==> config.mk <==
export PLATFORM = sky130hd
export DESIGN_NAME = fetch_unit
export DESIGN_NICKNAME = d
export VERILOG_FILES = /design/src/rtl/fetch_unit.sv
export SDC_FILE = /design/constraint.sdc
export NUM_CORES = 1
export LEC_CHECK = 0
export CORE_ASPECT_RATIO = 1.1
export CORE_MARGIN = 2
export CORE_UTILIZATION = 41
export DETAILED_ROUTE_END_ITERATION = 8
export GPL_TIMING_DRIVEN = 0
export PLACE_DENSITY = 0.76
export SYNTH_ARGS = -nofsm -noshare
export SYNTH_HDL_FRONTEND = slang
export SYNTH_SLANG_ARGS = --single-unit
==> constraint.sdc <==
create_clock -name clk -period 1.85 [get_ports clk]
set_clock_uncertainty 0.1 [all_clocks]
set_input_delay 0.185 -clock clk [delete_from_list [all_inputs] [get_ports clk]]
set_output_delay 0.185 -clock clk [all_outputs]
set_load 0.005 [all_outputs]
==> src/rtl/fetch_unit.sv <==
// Instruction fetch stage: requests one 16-bit word at a time, holds it for decode,
// and handles redirects, squashes, HALT and misaligned-target errors.
module fetch_unit (
   input  logic        clk,
   input  logic        rst_n,
   input  logic [15:0] next_pc,
   input  logic        redirect,
   input  logic        if_ready,
   input  logic [15:0] mem_data_in,
   input  logic        mem_stall,
   input  logic        mem_done,
   output logic        mem_rd,
   output logic [15:0] mem_addr,
   output logic        if_valid,
   output logic [15:0] if_instr,
   output logic [15:0] if_pc,
   output logic [15:0] if_pc_plus2,
   output logic        halted,
   output logic        fetch_err
);

   typedef enum logic [1:0] {StFetch, StWait, StHold, StHalted} state_e;

   state_e      state_q, state_d;
   logic [15:0] pc_q, pc_d;
   logic        squash_q, squash_d;
   logic        valid_q, valid_d;
   logic [15:0] instr_q, instr_d;
   logic [15:0] ipc_q, ipc_d;
   logic [15:0] ipc2_q, ipc2_d;
   logic        err_q, err_d;

   always_ff @(posedge clk) begin
      if (!rst_n) begin
         state_q  <= StFetch;
         pc_q     <= 16'h0000;
         squash_q <= 1'b0;
         valid_q  <= 1'b0;
         instr_q  <= 16'h0000;
         ipc_q    <= 16'h0000;
         ipc2_q   <= 16'h0002;
         err_q    <= 1'b0;
      end else begin
         state_q  <= state_d;
         pc_q     <= pc_d;
         squash_q <= squash_d;
         valid_q  <= valid_d;
         instr_q  <= instr_d;
         ipc_q    <= ipc_d;
         ipc2_q   <= ipc2_d;
         err_q    <= err_d;
      end
   end

   always_comb begin
      state_d  = state_q;
      pc_d     = pc_q;
      squash_d = squash_q;
      valid_d  = valid_q;
      instr_d  = instr_q;
      ipc_d    = ipc_q;
      ipc2_d   = ipc2_q;
      err_d    = err_q;

      // A misaligned target is fatal from any live state; PC keeps its old value.
      if (state_q != StHalted && redirect && next_pc[0]) begin
         err_d    = 1'b1;
         valid_d  = 1'b0;
         squash_d = 1'b0;
         state_d  = StHalted;
      end else begin
         unique case (state_q)
            StFetch: begin
               if (redirect) pc_d = next_pc;
               if (!mem_stall) begin
                  state_d  = StWait;
                  squash_d = redirect;
               end
            end
            StWait: begin
               if (redirect) begin
                  pc_d = next_pc;
                  // A redirect alongside mem_done squashes that response immediately.
                  if (mem_done) begin
                     squash_d = 1'b0;
                     state_d  = StFetch;
                  end else begin
                     squash_d = 1'b1;
                  end
               end else if (mem_done) begin
                  if (squash_q) begin
                     squash_d = 1'b0;
                     state_d  = StFetch;
                  end else begin
                     instr_d = mem_data_in;
                     ipc_d   = pc_q;
                     ipc2_d  = pc_q + 16'd2;
                     pc_d    = pc_q + 16'd2;
                     valid_d = 1'b1;
                     state_d = StHold;
                  end
               end
            end
            StHold: begin
               if (redirect) begin
                  pc_d    = next_pc;
                  valid_d = 1'b0;
                  state_d = StFetch;
               end else if (if_ready) begin
                  valid_d = 1'b0;
                  state_d = (instr_q[15:11] == 5'b00000) ? StHalted : StFetch;
               end
            end
            StHalted: begin
               valid_d = 1'b0;
            end
            default: state_d = StHalted;
         endcase
      end
   end

   assign mem_rd      = (state_q == StFetch);
   assign mem_addr    = pc_q;
   assign if_valid    = valid_q;
   assign if_instr    = instr_q;
   assign if_pc       = ipc_q;
   assign if_pc_plus2 = ipc2_q;
   assign halted      = (state_q == StHalted);
   assign fetch_err   = err_q;

endmodule
==> results_dict.tcl <==
set metrics [dict create \
    cp.required_ns 2.01 \
    wl_per_cell_um 17.09 \
    max-cap-violations 0 \
    setup_viol 12 \
    ys_top_cells_by_count "nand2_1, dfxtp_1, a21oi_1" \
    dp_cells 609 \
    clk_latency_ns 0.35 \
    antenna_found_initial 0 \
    fin_crit_sh 1.047 \
    cts_buffer_depth 2 \
    ys_warn_count 0 \
    yosysMostFrequentCell "nand2_1" \
    num-fill-cells 634 \
    fin_cells 639 \
    fin_crit_ns 1.938 \
    cts_made_buffers 9 \
    die_y_um 96.63 \
    arrival_ns 2.10 \
    fmax_ghz 0.5161 \
    fin_setup_tns_ns -0.6070 \
    fin_ws_ns -0.08755 \
    yosys-top-cells-area "dfxtp_1, nand2_1, a21oi_1" \
    die_area_um2 8524 \
    grt_pass1_vias 3501 \
    dpl_worst_slack_ns -0.4233 \
    p_clk_frac 0.213 \
    drive_above_1_share 0.1854 \
    diodes 0 \
    place.gp.congestion 0.9015 \
    avgSynthCellArea_um2 7.995 \
    htree_levels 3 \
    postCtsHoldBufs 0 \
    synth-edff-count 0 \
    gr-total-overflow 0 \
    regToRegSetupSlack_ns -0.09 \
    async_flop_share 0 \
    rsz0062_at_grt "yes" \
    seqPwrFrac 0.330 \
    postRouteAntennaNets 0 \
    track_usage 0.2488 \
    clk_pin_slew_ns 0.08 \
    ys_ff_latch 68 \
    seq_area_frac_synth 0.4257 \
    p_switching_w 0.002137 \
    synthCells 400 \
    p_total_w 0.005845 \
    start_util 0.4256 \
    first_iter_violations 303 \
    power_leakage_nw 1.751 \
    synth_flop_cell "dfxtp_1" \
    path_max_fanout 8 \
    grt_pass1_wl_mm 16.75 \
    slew_viol_final 0 \
    power_density_nw_per_um2 1171 \
    core_um2 7515 \
    wl_mm 10.92 \
    syn-num-nets 444 \
    power.share.combinational 0.457 \
    cts_tree "built" \
    area_growth_pct 56.03 \
    hpwl_mm 7.265 \
    hold_viol_final 0 \
    first_pass_iters 6 \
    clock-sinks 68 \
    worstSetupEndpointType "flip-flop" \
    drc 0 \
    rows 33 \
    p_sw_frac 0.3655 \
    violations "negative setup slack" \
    io_pins 106 \
    vias 3551 \
    port_buffers 104 \
    fp.dieW_um 88.21 \
    crit_type "reg2reg" \
    clockRootBuffer "clkbuf_8" \
    vias_per_cell 5.557 \
    yosys.area.top_type "dfxtp_1" \
    intPower_w 0.003708 \
    yosysTopAreaCellShare 0.4257 \
    netlist_area_um2 3198 \
    relSlewSlack 0.5161 \
    grt_max_degree 13 \
    worstMarginPinSlew_ns 0.7258 \
    cp-start-kind "flip-flop" \
    min_path_type "in2reg" \
    ir_drop_mv 0.5292 \
    status "finished, violations left" \
    nets 573 \
    ys_types 55 \
]
## what timing repair did
| item | in CTS | in global routing |
|---|---|---|
| pin swaps | 9 | 12 |
| cloned | 1 | 2 |
| endpoints found under the setup margin | 64 | 65 |
| buffers inserted | 8 | 6 |
| endpoints found under the hold margin | 0 | 0 |
| resized for setup | 45 | 33 |
## per-layer routing
metal | share of wire | wire (µm) | vias up | global-route usage
li1 | - | - | 1645 | -
met1 | 0.40 | 4370 | 1648 | 0.3000
met2 | 0.48 | 5217 | 214 | 0.4020
met3 | 0.087 | 948 | 44 | 0.06655
met4 | 0.035 | 386 | 0 | 0.1224
met5 | 0 | 0 | - | 0
## worst max-delay path, stage by stage (launching register included)
cell	delay, ns
dfxtp_4	0.39
inv_4	0.06
ha_4	0.18
or3_4	0.47
buf_12	0.17
nor4_4	0.15
a21oi_2	0.06
o32ai_2	0.26
## flip-flops by register name, summed over array words and instances (netlist names)
register and cells:
fetch_err 1, if_instr 16, if_pc 16, if_pc_plus2 15
if_valid 1, mem_addr 16, squash_q 1, state_q 2
## power groups by stage
stage | Sequential (W) | Combinational, W | Clock, W
after floorplan | 0.00190 | 0.00119 | 0
final | 0.00193 | 0.00267 | 0.00124
after global placement | 0.00192 | 0.00200 | 0
after global routing | 0.00196 | 0.00286 | 0.00132
after CTS | 0.00191 | 0.00242 | 0.00125
after detailed placement | 0.00193 | 0.00206 | 0
## cell families (layout without fill, tap and decap cells)
group,Yosys count,count (layout),synth area share
XOR/XNOR,13,13,0.03560
AO/OA/AOI/OAI,114,114,0.2250
flip-flops,68,68,0.4257
adder cells (fa/ha/maj),6,6,0.02347
buffers and inverters,47,181,0.06729
AND/OR/NAND/NOR,152,152,0.2230
## final timing paths
kind,start,to,cells after the start
hold / removal,rst_n,mem_addr[15],3
hold reg to reg,if_instr[4],if_instr[4],2
setup / recovery,state_q[0],mem_addr[6],7
setup reg to reg,state_q[0],mem_addr[6],7
## per-stage QoR
stage | cell area (µm²) | util | hold slack, ns
after floorplan | 3218 | - | 0.2210
after global placement | 4390 | 0.5842 | 0.3421
after detailed placement | 4390 | 0.5842 | 0.3483
after CTS | 4821 | 0.6415 | 0.1898
after global routing | 4990 | 0.6640 | 0.2090
final | 4990 | 0.6640 | 0.2212
## cell usage in the layout, fill, tap and decap left out, drive strengths merged, types with 5 or more instances in the layout
master	count
a211oi	8
a21oi	55
buf	36
clkbuf	25
clkdlybuf4s50	103
dfxtp	68
ha	6
inv	11
nand2	80
nand3	14
nor2	18
nor3	8
nor4	5
o21ai	20
xnor2	9
## cell type report
class	count	area [µm²]	share of cell area
multi-input combinational	285	1787	0.3581
sequential	68	1374	0.2753
timing repair buffer	121	1206	0.2417
buffer	34	249.0	0.04990
clock buffer	10	137.6	0.02758
tap	105	131.4	0.02633
clock inverter	6	62.56	0.01254
inverter	10	42.54	0.008526
(Power assumes the default switching activity.)
